**src/rtl/uart_receiver.sv**
```systemverilog
// 8N1 UART receive stage: 2-flop synchroniser, oversampled bit timing with a
// three-sample majority vote per bit, and one-cycle data/framing-error strobes.
module uart_receiver #(
  parameter int unsigned OVERSAMPLE = 16,
  parameter int unsigned DATA_BITS  = 8
) (
  input  logic                 BRclk,
  input  logic                 reset,
  input  logic                 UART_RX,
  output logic [DATA_BITS-1:0] RX_DATA,
  output logic                 RX_STATUS,
  output logic                 FRAME_ERR,
  output logic                 RX_BUSY
);

  localparam int unsigned PH_W = $clog2(OVERSAMPLE);
  localparam int unsigned B_W  = $clog2(DATA_BITS + 2);

  localparam logic [PH_W-1:0] PH_S0   = PH_W'(OVERSAMPLE / 2 - 1);
  localparam logic [PH_W-1:0] PH_S1   = PH_W'(OVERSAMPLE / 2);
  localparam logic [PH_W-1:0] PH_DEC  = PH_W'(OVERSAMPLE / 2 + 1);
  localparam logic [PH_W-1:0] PH_LAST = PH_W'(OVERSAMPLE - 1);
  localparam logic [B_W-1:0]  B_LAST  = B_W'(DATA_BITS);

  typedef enum logic [2:0] {
    IDLE,
    START,
    DATA,
    STOP,
    WAIT_IDLE
  } state_e;

  state_e                 state_q, state_d;
  logic                   sync1_q, sync2_q;
  logic [PH_W-1:0]        ph_q, ph_d;
  logic [B_W-1:0]         b_q, b_d;
  logic [DATA_BITS-1:0]   shift_q, shift_d;
  logic [1:0]             smp_q, smp_d;
  logic [DATA_BITS-1:0]   data_q, data_d;
  logic                   status_q, status_d;
  logic                   ferr_q, ferr_d;
  logic                   busy_q, busy_d;

  logic                   rx_s;
  logic                   maj;
  logic                   decide;
  logic [PH_W-1:0]        ph_inc;

  assign rx_s = sync2_q;

  // Third sample is taken live at the decision phase, the first two are stored.
  assign maj    = (smp_q[0] & smp_q[1]) | (smp_q[0] & rx_s) | (smp_q[1] & rx_s);
  assign decide = (ph_q == PH_DEC);
  assign ph_inc = (ph_q == PH_LAST) ? '0 : ph_q + PH_W'(1);

  always_ff @(posedge BRclk) begin
    if (reset) begin
      sync1_q  <= 1'b1;
      sync2_q  <= 1'b1;
      state_q  <= IDLE;
      ph_q     <= '0;
      b_q      <= '0;
      shift_q  <= '0;
      smp_q    <= '0;
      data_q   <= '0;
      status_q <= 1'b0;
      ferr_q   <= 1'b0;
      busy_q   <= 1'b0;
    end else begin
      sync1_q  <= UART_RX;
      sync2_q  <= sync1_q;
      state_q  <= state_d;
      ph_q     <= ph_d;
      b_q      <= b_d;
      shift_q  <= shift_d;
      smp_q    <= smp_d;
      data_q   <= data_d;
      status_q <= status_d;
      ferr_q   <= ferr_d;
      busy_q   <= busy_d;
    end
  end

  always_comb begin
    state_d  = state_q;
    ph_d     = ph_q;
    b_d      = b_q;
    shift_d  = shift_q;
    smp_d    = smp_q;
    data_d   = data_q;
    status_d = 1'b0;
    ferr_d   = 1'b0;

    if (ph_q == PH_S0) smp_d[0] = rx_s;
    if (ph_q == PH_S1) smp_d[1] = rx_s;

    unique case (state_q)
      IDLE: begin
        ph_d = '0;
        b_d  = '0;
        if (!rx_s) begin
          state_d = START;
          ph_d    = PH_W'(1);
        end
      end
      START: begin
        ph_d = ph_inc;
        if (decide && maj) begin
          state_d = IDLE;
          ph_d    = '0;
        end else if (ph_q == PH_LAST) begin
          state_d = DATA;
          b_d     = B_W'(1);
        end
      end
      DATA: begin
        ph_d = ph_inc;
        if (decide) shift_d = {maj, shift_q[DATA_BITS-1:1]};
        if (ph_q == PH_LAST) begin
          b_d = b_q + B_W'(1);
          if (b_q == B_LAST) state_d = STOP;
        end
      end
      STOP: begin
        ph_d = ph_inc;
        // Leave at the stop-bit centre so a following start edge is not missed.
        if (decide) begin
          ph_d = '0;
          if (maj) begin
            data_d   = shift_q;
            status_d = 1'b1;
            state_d  = IDLE;
          end else begin
            ferr_d  = 1'b1;
            state_d = WAIT_IDLE;
          end
        end
      end
      WAIT_IDLE: begin
        ph_d = '0;
        if (rx_s) state_d = IDLE;
      end
      default: begin
        state_d = IDLE;
        ph_d    = '0;
      end
    endcase

    busy_d = (state_d != IDLE);
  end

  assign RX_DATA   = data_q;
  assign RX_STATUS = status_q;
  assign FRAME_ERR = ferr_q;
  assign RX_BUSY   = busy_q;

endmodule

```
**config.mk**
```make
export PLATFORM = sky130hd
export DESIGN_NAME = uart_receiver
export DESIGN_NICKNAME = d
export VERILOG_FILES = /design/src/rtl/uart_receiver.sv
export SDC_FILE = /design/constraint.sdc
export NUM_CORES = 1
export LEC_CHECK = 0
export ABC_AREA = 1
export CAP_MARGIN = 20
export CORE_UTILIZATION = 55
export DETAILED_ROUTE_END_ITERATION = 7
export PLACE_DENSITY = 0.77
export SLEW_MARGIN = 20
export SYNTH_ARGS = -nofsm -noshare
export SYNTH_HDL_FRONTEND = slang
export SYNTH_SLANG_ARGS = --single-unit
```
**constraint.sdc**
```tcl
create_clock -name BRclk -period 1.67 [get_ports BRclk]
set_clock_uncertainty 0.2 [all_clocks]
set_input_delay 0.2505 -clock BRclk [delete_from_list [all_inputs] [get_ports BRclk]]
set_output_delay 0.2505 -clock BRclk [all_outputs]
set_load 0.005 [all_outputs]
```
==> results_dict.tcl, run 1 <==
set metrics [dict create \
    cts_tree "built" \
    swShare_pct 23.3 \
    cp_num_buf_inv 1 \
    antennaDiodeCount 0 \
    required_ns 1.22 \
    min_period_ns 1.63 \
    ant_nets 0 \
    drc_errors 0 \
    yosysUniqueCellTypes 23 \
    syn_area_um2 1500 \
    drtIter0Drc 39 \
    final_cell_mix "48 x nor2_1, 29 x dfxtp_1, 28 x nand2_1" \
    cp.arrival_ns 1.18 \
    grt_pass1_vias 1235 \
    die_h_um 54.3 \
    hold_buffers 0 \
    rows 18 \
    die-area_um2 2950 \
    hold_class "flip-flop to flip-flop" \
    synth_edf_count 0 \
    path_class "flip-flop to output port" \
    finalCritPeriodShare_pct 97.8 \
    intPower_mw 1.05 \
    cts_htree_levels 2 \
    p_sw_uw 318 \
    area_delta_synth_final_pct 20.6 \
    synth-async-reset-ratio_pct 0 \
    drt-total-wl_um 3100 \
    synth_nets 212 \
    fin_cells 257 \
    die_w_um 54.3 \
    avgSynthCellArea_um2 7.37 \
    vias 1338 \
    ios 14 \
    met2_usage_pct 42.5 \
    slowest_delay_ns 0.50 \
    seq_area_frac_synth_pct 45.3 \
    ys.warnings.count 0 \
    slew_headroom_pct 81.1 \
    place_congestion 0.921 \
    start_util_pct 59.6 \
    wl_per_cell_um 12.1 \
    syn_inst 204 \
    cts_buffers 5 \
    slew_violations 0 \
    grt_first_pass_wirelength_um 4930 \
    pwr-share-seq_pct 60.4 \
    clockRootBuffer "clkbuf_4" \
    ir_drop_uv 705 \
    hpwl_um 2240 \
    port_buffers 13 \
    cp_max_fo 2 \
    clockPowerShare_pct 34.8 \
    use_met3_pct 5.56 \
    antenna_found_initial 0 \
    leakagePower_nw 0.868 \
    met1_usage_pct 25.0 \
    ys_ff_latch 34 \
    first_pass_iters 4 \
    critPathLaunchType "flip-flop" \
    final-setup-viol-count 0 \
    p_per_area_nw_per_um2 755 \
    path_clk_slew_ns 0.10 \
    layout-drive-gt1-share_pct 18.1 \
    grt_max_degree 19 \
    crit_chain "clkdlybuf4s50_1" \
    fmax_mhz 612 \
    cts_sinks 34 \
    drv_cap 0 \
    p_comb_share_pct 4.7 \
    clock_tree.buffer_depth 2 \
    critPathTopFamily "buffers and inverters" \
    final_common_cell "nor2_1" \
    finalSetupTns_ns 0 \
    worst_path_max_delay_cell "clkdlybuf4s50_1" \
    finalHoldViolations 0 \
    via_per_inst 5.21 \
    core_um2 2520 \
    dp.cells 247 \
    grt-ovfl-total 0 \
    track_usage_pct 24.1 \
    worst_pin_slew_ns 0.283 \
    grt.busiest_layer "met2" \
    status "completed" \
    end_kind "output port" \
    insertion_delay_ns 0.35 \
    power_mw 1.37 \
    nNetsFinal 234 \
    synthFlopType "dfxtp_1" \
]
-- per-stage QoR --
stage                     setup slack [ns]  area, um2  utilization (%)  hold slack, ns
after CTS                          0.00773       1760             69.8           0.206
after global routing              -0.00309       1810             71.8           0.243
final                               0.0365       1810             71.8           0.202
after detailed placement           -0.0239       1680             66.7           0.203
after global placement              0.0554       1680             66.7           0.197
after floorplan                      0.185       1500                -           0.154
-- state kept, by name (all words and copies together) (netlist names) --
| name | flops |
|---|---|
| FRAME_ERR | 1 |
| RX_BUSY | 1 |
| RX_DATA | 8 |
| RX_STATUS | 1 |
| b_q | 4 |
| ph_q | 4 |
| rx_s | 1 |
| shift_q | 8 |
| smp_q | 2 |
| state_q | 3 |
| sync1_q | 1 |
-- what timing repair did --
action                                  CTS  global route
pin swaps                                 1             4
resized for setup                         1            18
endpoints found under the setup margin    9            28
buffers inserted                          2             0
-- worst paths after layout --
kind,from,end,slack [ns],cells past startpoint
max reg2reg,ph_q[0],b_q[2],0.08,7
min reg2reg,sync1_q,rx_s,0.20,1
max,RX_DATA[6],RX_DATA[6],0.04,1
min,sync1_q,rx_s,0.20,1
-- synth_stat cells (2+ instances only) --
cell      count  share of area (%)
nand3_2       5                3.3
or2_2         2               0.83
nor2_4        2                1.5
nand2_1      28                7.0
a21oi_1       7                2.3
inv_2         6                1.5
xnor2_1       2                1.2
nand3_1      11                3.7
nand4_1       2               0.83
o21ai_0      17                5.7
inv_1        20                5.0
ha_1          5                4.2
nor2_1       49                 12
o21ai_1       4                1.3
dfxtp_1      34                 45
clkbuf_1      3               0.75
-- cell families (layout without fill, tap and decap cells) --
kind of cell	Yosys count	count (layout)	share of synthesized area, %
simple gates	103	103	31.2
flops	34	34	45.3
compound gates	31	31	10.9
buf+inv	29	52	7.24
fa+ha+maj	5	5	4.16
xor+xnor	2	2	1.17
-- layout make-up --
cell class / count / area [um2]
multi-input combinational: 141 / 748
timing repair buffer: 18 / 179
inverter: 26 / 100
tap: 30 / 37.5
fill: 196 / 711
clock buffer: 7 / 55.1
clock inverter: 1 / 5.00
sequential: 34 / 687
-- power by group through the flow --
stage               Sequential [mW]  Combinational [mW]  Clock, mW
finish                        0.827              0.0648      0.477
floorplan                     0.844              0.0389          0
global route                  0.829              0.0726      0.514
CTS                           0.826              0.0606      0.484
global placement              0.845              0.0587          0
detailed placement            0.845              0.0601          0
-- layer usage --
layer / routed length, um / up-vias
met4: 93 / 0
li1: - / 690
met3: 104 / 10
met1: 1340 / 607
met2: 1560 / 31
met5: 0 / -
No activity file was read; power rests on OpenSTA's default activity.
==> inputs of run 2 (changes only) <==
REMOVE_ABC_BUFFERS = 1   (was default)
==> results_dict.tcl, run 2 (same netlist as run 1, synthesis figures left out) <==
set metrics [dict create \
    status "completed" \
    end_kind "flip-flop" \
    hpwl_um 2260 \
    nNetsFinal 239 \
    ios 14 \
    antennaDiodeCount 0 \
    p_per_area_nw_per_um2 730 \
    die_w_um 54.3 \
    drv_cap 0 \
    clockRootBuffer "clkbuf_4" \
    cp_max_fo 7 \
    min_period_ns 1.62 \
    critPathLaunchType "flip-flop" \
    cts_buffers 5 \
    track_usage_pct 24.3 \
    port_buffers 13 \
    grt-ovfl-total 0 \
    first_pass_iters 4 \
    grt_first_pass_wirelength_um 5060 \
    place_congestion 0.835 \
    final_cell_mix "47 x nor2_1, 29 x dfxtp_1, 26 x nand2_1" \
    fmax_mhz 616 \
    area_delta_synth_final_pct 23.6 \
    path_clk_slew_ns 0.10 \
    rows 18 \
    ir_drop_uv 731 \
    ant_nets 0 \
    finalCritPeriodShare_pct 97.2 \
    min_from "sync1_q" \
    regToRegStartpoint "ph_q[0]" \
    hold_buffers 0 \
    drc_errors 0 \
    worst_pin_slew_ns 0.295 \
    grt_pass1_vias 1192 \
    setup_ws_ns 0.0461 \
    n_fill_cell 203 \
    slew_violations 0 \
    cts_tree "built" \
    vias 1386 \
    wl_per_cell_um 12.0 \
    required_ns 1.69 \
    leakagePower_nw 0.882 \
    drtIter0Drc 41 \
    layout-drive-gt1-share_pct 19.8 \
    path_class "flip-flop to flip-flop" \
    final-setup-viol-count 0 \
    antenna_found_initial 0 \
    insertion_delay_ns 0.33 \
    drt-total-wl_um 3140 \
    hold_class "flip-flop to flip-flop" \
    die_h_um 54.3 \
    cts_htree_levels 2 \
    final_common_cell "nor2_1" \
    grt_max_degree 14 \
    finalHoldViolations 0 \
    crit_start "ph_q[0]" \
    dp_slack_ns 0.0510 \
    slew_headroom_pct 80.3 \
    cp.arrival_ns 1.65 \
    die-area_um2 2950 \
    via_per_inst 5.29 \
    start_util_pct 59.6 \
    cts_sinks 34 \
    final_core_utilization_pct 73.7 \
    clock_tree.buffer_depth 2 \
    core_um2 2520 \
]
## run 2: cell types whose count changed in the layout (fill, tap and decap cells not counted), sizes merged
cell,previous run,this run
buf,5,10
clkdlybuf4s50,10,11
dlymetal6s2s,3,2
## run 2: report_power, final
group	total, mW	leakage (nW)	internal (mW)	switching (mW)
logic	0.0654	0.570	0.0290	0.0365
clock network	0.464	0.0353	0.204	0.260
registers	0.828	0.277	0.819	0.00901
## run 2: per-stage QoR
| step | TNS (ns) | area [um2] | power [mW] | instances | hold WS (ns) |
|---|---|---|---|---|---|
| after floorplan | 0 | 1490 | 0.878 | 201 | 0.120 |
| after global placement | 0 | 1720 | 0.905 | 252 | 0.193 |
| after detailed placement | 0 | 1720 | 0.908 | 252 | 0.210 |
| after CTS | 0 | 1780 | 1.36 | 260 | 0.234 |
| after global routing | -0.0694 | 1860 | 1.40 | 262 | 0.246 |
| final | 0 | 1860 | 1.36 | 262 | 0.226 |
## run 2: path summary, 6_finish.rpt
check / to / slack (ns) / cells after the start
worst min register to register: rx_s / 0.23 / 1
worst max register to register: b_q[0] / 0.05 / 6
worst max-delay path: b_q[0] / 0.05 / 6
worst min-delay path: rx_s / 0.23 / 1
## run 2: layout make-up
type	instances	area (um2)	share of cell area [%]
flip-flops and latches	34	687	37.0
clock inverters	1	5.00	0.269
multi-input cells	141	743	40.0
clock buffers	7	55.1	2.96
inverters	26	100	5.39
well taps	30	37.5	2.02
repair buffers	23	230	12.4
## run 2: per-layer routing
metal,up-vias,wire length [um],track usage (%)
met1,631,1390,29.6
met4,0,51,8.55
li1,701,-,-
met3,8,179,8.06
met2,46,1520,39.8
met5,-,0,0
## run 2: critical path, cell delays in order, from the launching register on
cell and delay [ns]:
dfxtp_2 0.39, ha_1 0.23, nand3_1 0.18, nand3_2 0.12
nand3_2 0.15, nor3_1 0.19, nor2_1 0.06
## run 2: timing repair
item                       in CTS  in global routing
setup buffers                   0                  2
resized for setup               0                 19
setup endpoints to repair       0                 19
==> inputs of run 3 (changes only) <==
CORE_UTILIZATION = 58   (was 55)
CTS_BUF_LIST = sky130_fd_sc_hd__clkbuf_4 sky130_fd_sc_hd__clkbuf_8   (was default)
PLACE_DENSITY = 0.8   (was 0.77)
SETUP_SLACK_MARGIN = 0.5   (was default)
==> results_dict.tcl, run 3 (same netlist as run 1, synthesis figures left out) <==
set metrics [dict create \
    status "completed" \
    core_um2 2450 \
    required_ns 1.76 \
    worst_pin_slew_ns 0.310 \
    finalCritPeriodShare_pct 95.8 \
    ant_nets 0 \
    fmax_mhz 625 \
    slowest_delay_ns 0.39 \
    cp_max_fo 4 \
    die-area_um2 2800 \
    n_fill_cell 149 \
    rows 18 \
    ir_drop_uv 651 \
    track_usage_pct 27.0 \
    grt_first_pass_wirelength_um 5320 \
    drc_errors 0 \
    dp.cells 251 \
    use_met3_pct 8.91 \
    die_h_um 52.9 \
    hold_ws_ns 0.232 \
    cts_buffers 5 \
    grt_pass1_vias 1285 \
    place_congestion 0.871 \
    first_pass_iters 4 \
    end_kind "flip-flop" \
    finalSetupTns_ns 0 \
    finalHoldViolations 0 \
    crit_chain "ha_2, nand3_1, buf_4, a21oi_1, nand2_1, nand2_1, inv_1, nand2_1" \
    layout-drive-gt1-share_pct 33.5 \
    drt-total-wl_um 3690 \
    critPathLaunchType "flip-flop" \
    grt-ovfl-total 0 \
    cts_tree "built" \
    wl_per_cell_um 13.9 \
    cts_htree_levels 2 \
    hold_class "flip-flop to flip-flop" \
    met2_usage_pct 47.0 \
    drv_cap 0 \
    clock_tree.buffer_depth 2 \
    final_cell_mix "41 x nor2_1, 25 x nand2_1, 21 x dfxtp_1" \
    port_buffers 13 \
    insertion_delay_ns 0.34 \
    slew_violations 0 \
    cp.arrival_ns 1.69 \
    hpwl_um 2220 \
    ff_latch_area_um2 699 \
    drtIter0Drc 40 \
    p_per_area_nw_per_um2 691 \
    worst_path_max_delay_cell "dfxtp_4" \
    path_class "flip-flop to flip-flop" \
    ios 14 \
    final_common_cell "nor2_1" \
    path_clk_slew_ns 0.10 \
    antennaDiodeCount 0 \
    nNetsFinal 245 \
    antenna_found_initial 0 \
    min_period_ns 1.60 \
    final_core_utilization_pct 79.9 \
    cts_sinks 34 \
    grt.busiest_layer "met2" \
    area_delta_synth_final_pct 30.5 \
    vias 1406 \
    rsz0062_at_grt "true" \
    met1_usage_pct 29.9 \
    cp_common_cell "nand2_1" \
    multi_input_comb_area_um2 841 \
    clockRootBuffer "clkbuf_4" \
    fin_cells 266 \
    die_w_um 52.9 \
    via_per_inst 5.29 \
    final-setup-viol-count 0 \
    start_util_pct 61.2 \
    hold_buffers 0 \
    slew_headroom_pct 79.3 \
    grt_max_degree 21 \
    leakagePower_nw 0.914 \
]
## run 3: cell count changes in the layout (fill, tap and decap cells not counted), moves of 2 or more
| cell | delta |
|---|---|
| nand3_2 | -2 |
| dlymetal6s2s_1 | -2 |
| dfxtp_1 | -8 |
| nor2_1 | -6 |
| dfxtp_2 | +7 |
| buf_2 | +8 |
| o21ai_0 | -2 |
| buf_4 | +5 |
| nand3_4 | +2 |
| clkdlybuf4s50_1 | -9 |
| nor2_4 | +8 |
| o21ai_1 | +2 |
| buf_6 | +3 |
## run 3: metal layers
metal	vias to the layer above	routed length, um
met5	-	0
met4	0	87
met3	10	175
met2	38	1900
met1	643	1530
li1	715	-
## run 3: what timing repair did
action                                  in CTS  in global routing
endpoints found under the setup margin      43                 45
cloned                                       1                  0
setup buffers                                5                  3
gates resized for setup                     73                 24
pin swaps                                    4                  3
## run 3: metrics by stage
stage	cell area [um2]	setup slack, ns	power (mW)
3_3_place_gp	1710	0.0616	0.906
2_1_floorplan	1490	0.185	0.878
4_1_cts	1840	0.0923	1.35
6_report	1960	0.0702	1.36
5_1_grt	1960	0.00797	1.40
3_5_place_dp	1710	0.0381	0.909
## run 3: where the power goes
| part | switching [mW] | internal, mW | total, mW |
|---|---|---|---|
| clock | 0.266 | 0.190 | 0.455 |
| combinational | 0.0409 | 0.0319 | 0.0728 |
| sequential | 0.00980 | 0.818 | 0.828 |
## run 3: final cells by class
cell class	count	share of cell area (%)
Clock buffer	6	2.62
Inverter	26	5.36
Multi-Input combinational cell	142	42.9
Sequential cell	34	35.7
Tap cell	30	1.91
Timing Repair Buffer	28	11.6
## run 3: worst paths after layout
kind	from	endpoint	slack [ns]	cells past startpoint
worst max-delay path	ph_q[0]	RX_BUSY	0.07	8
worst min-delay path	sync1_q	rx_s	0.23	1
worst max register to register	ph_q[0]	RX_BUSY	0.07	8
worst min register to register	sync1_q	rx_s	0.23	1
## run 3: worst max-delay path, delay by kind of cell, from the launching register on
| family | cells | cell delay, ns |
|---|---|---|
| compound gates | 1 | 0.18 |
| fa+ha+maj | 1 | 0.21 |
| buf+inv | 2 | 0.23 |
| flops | 1 | 0.39 |
| simple gates | 4 | 0.34 |
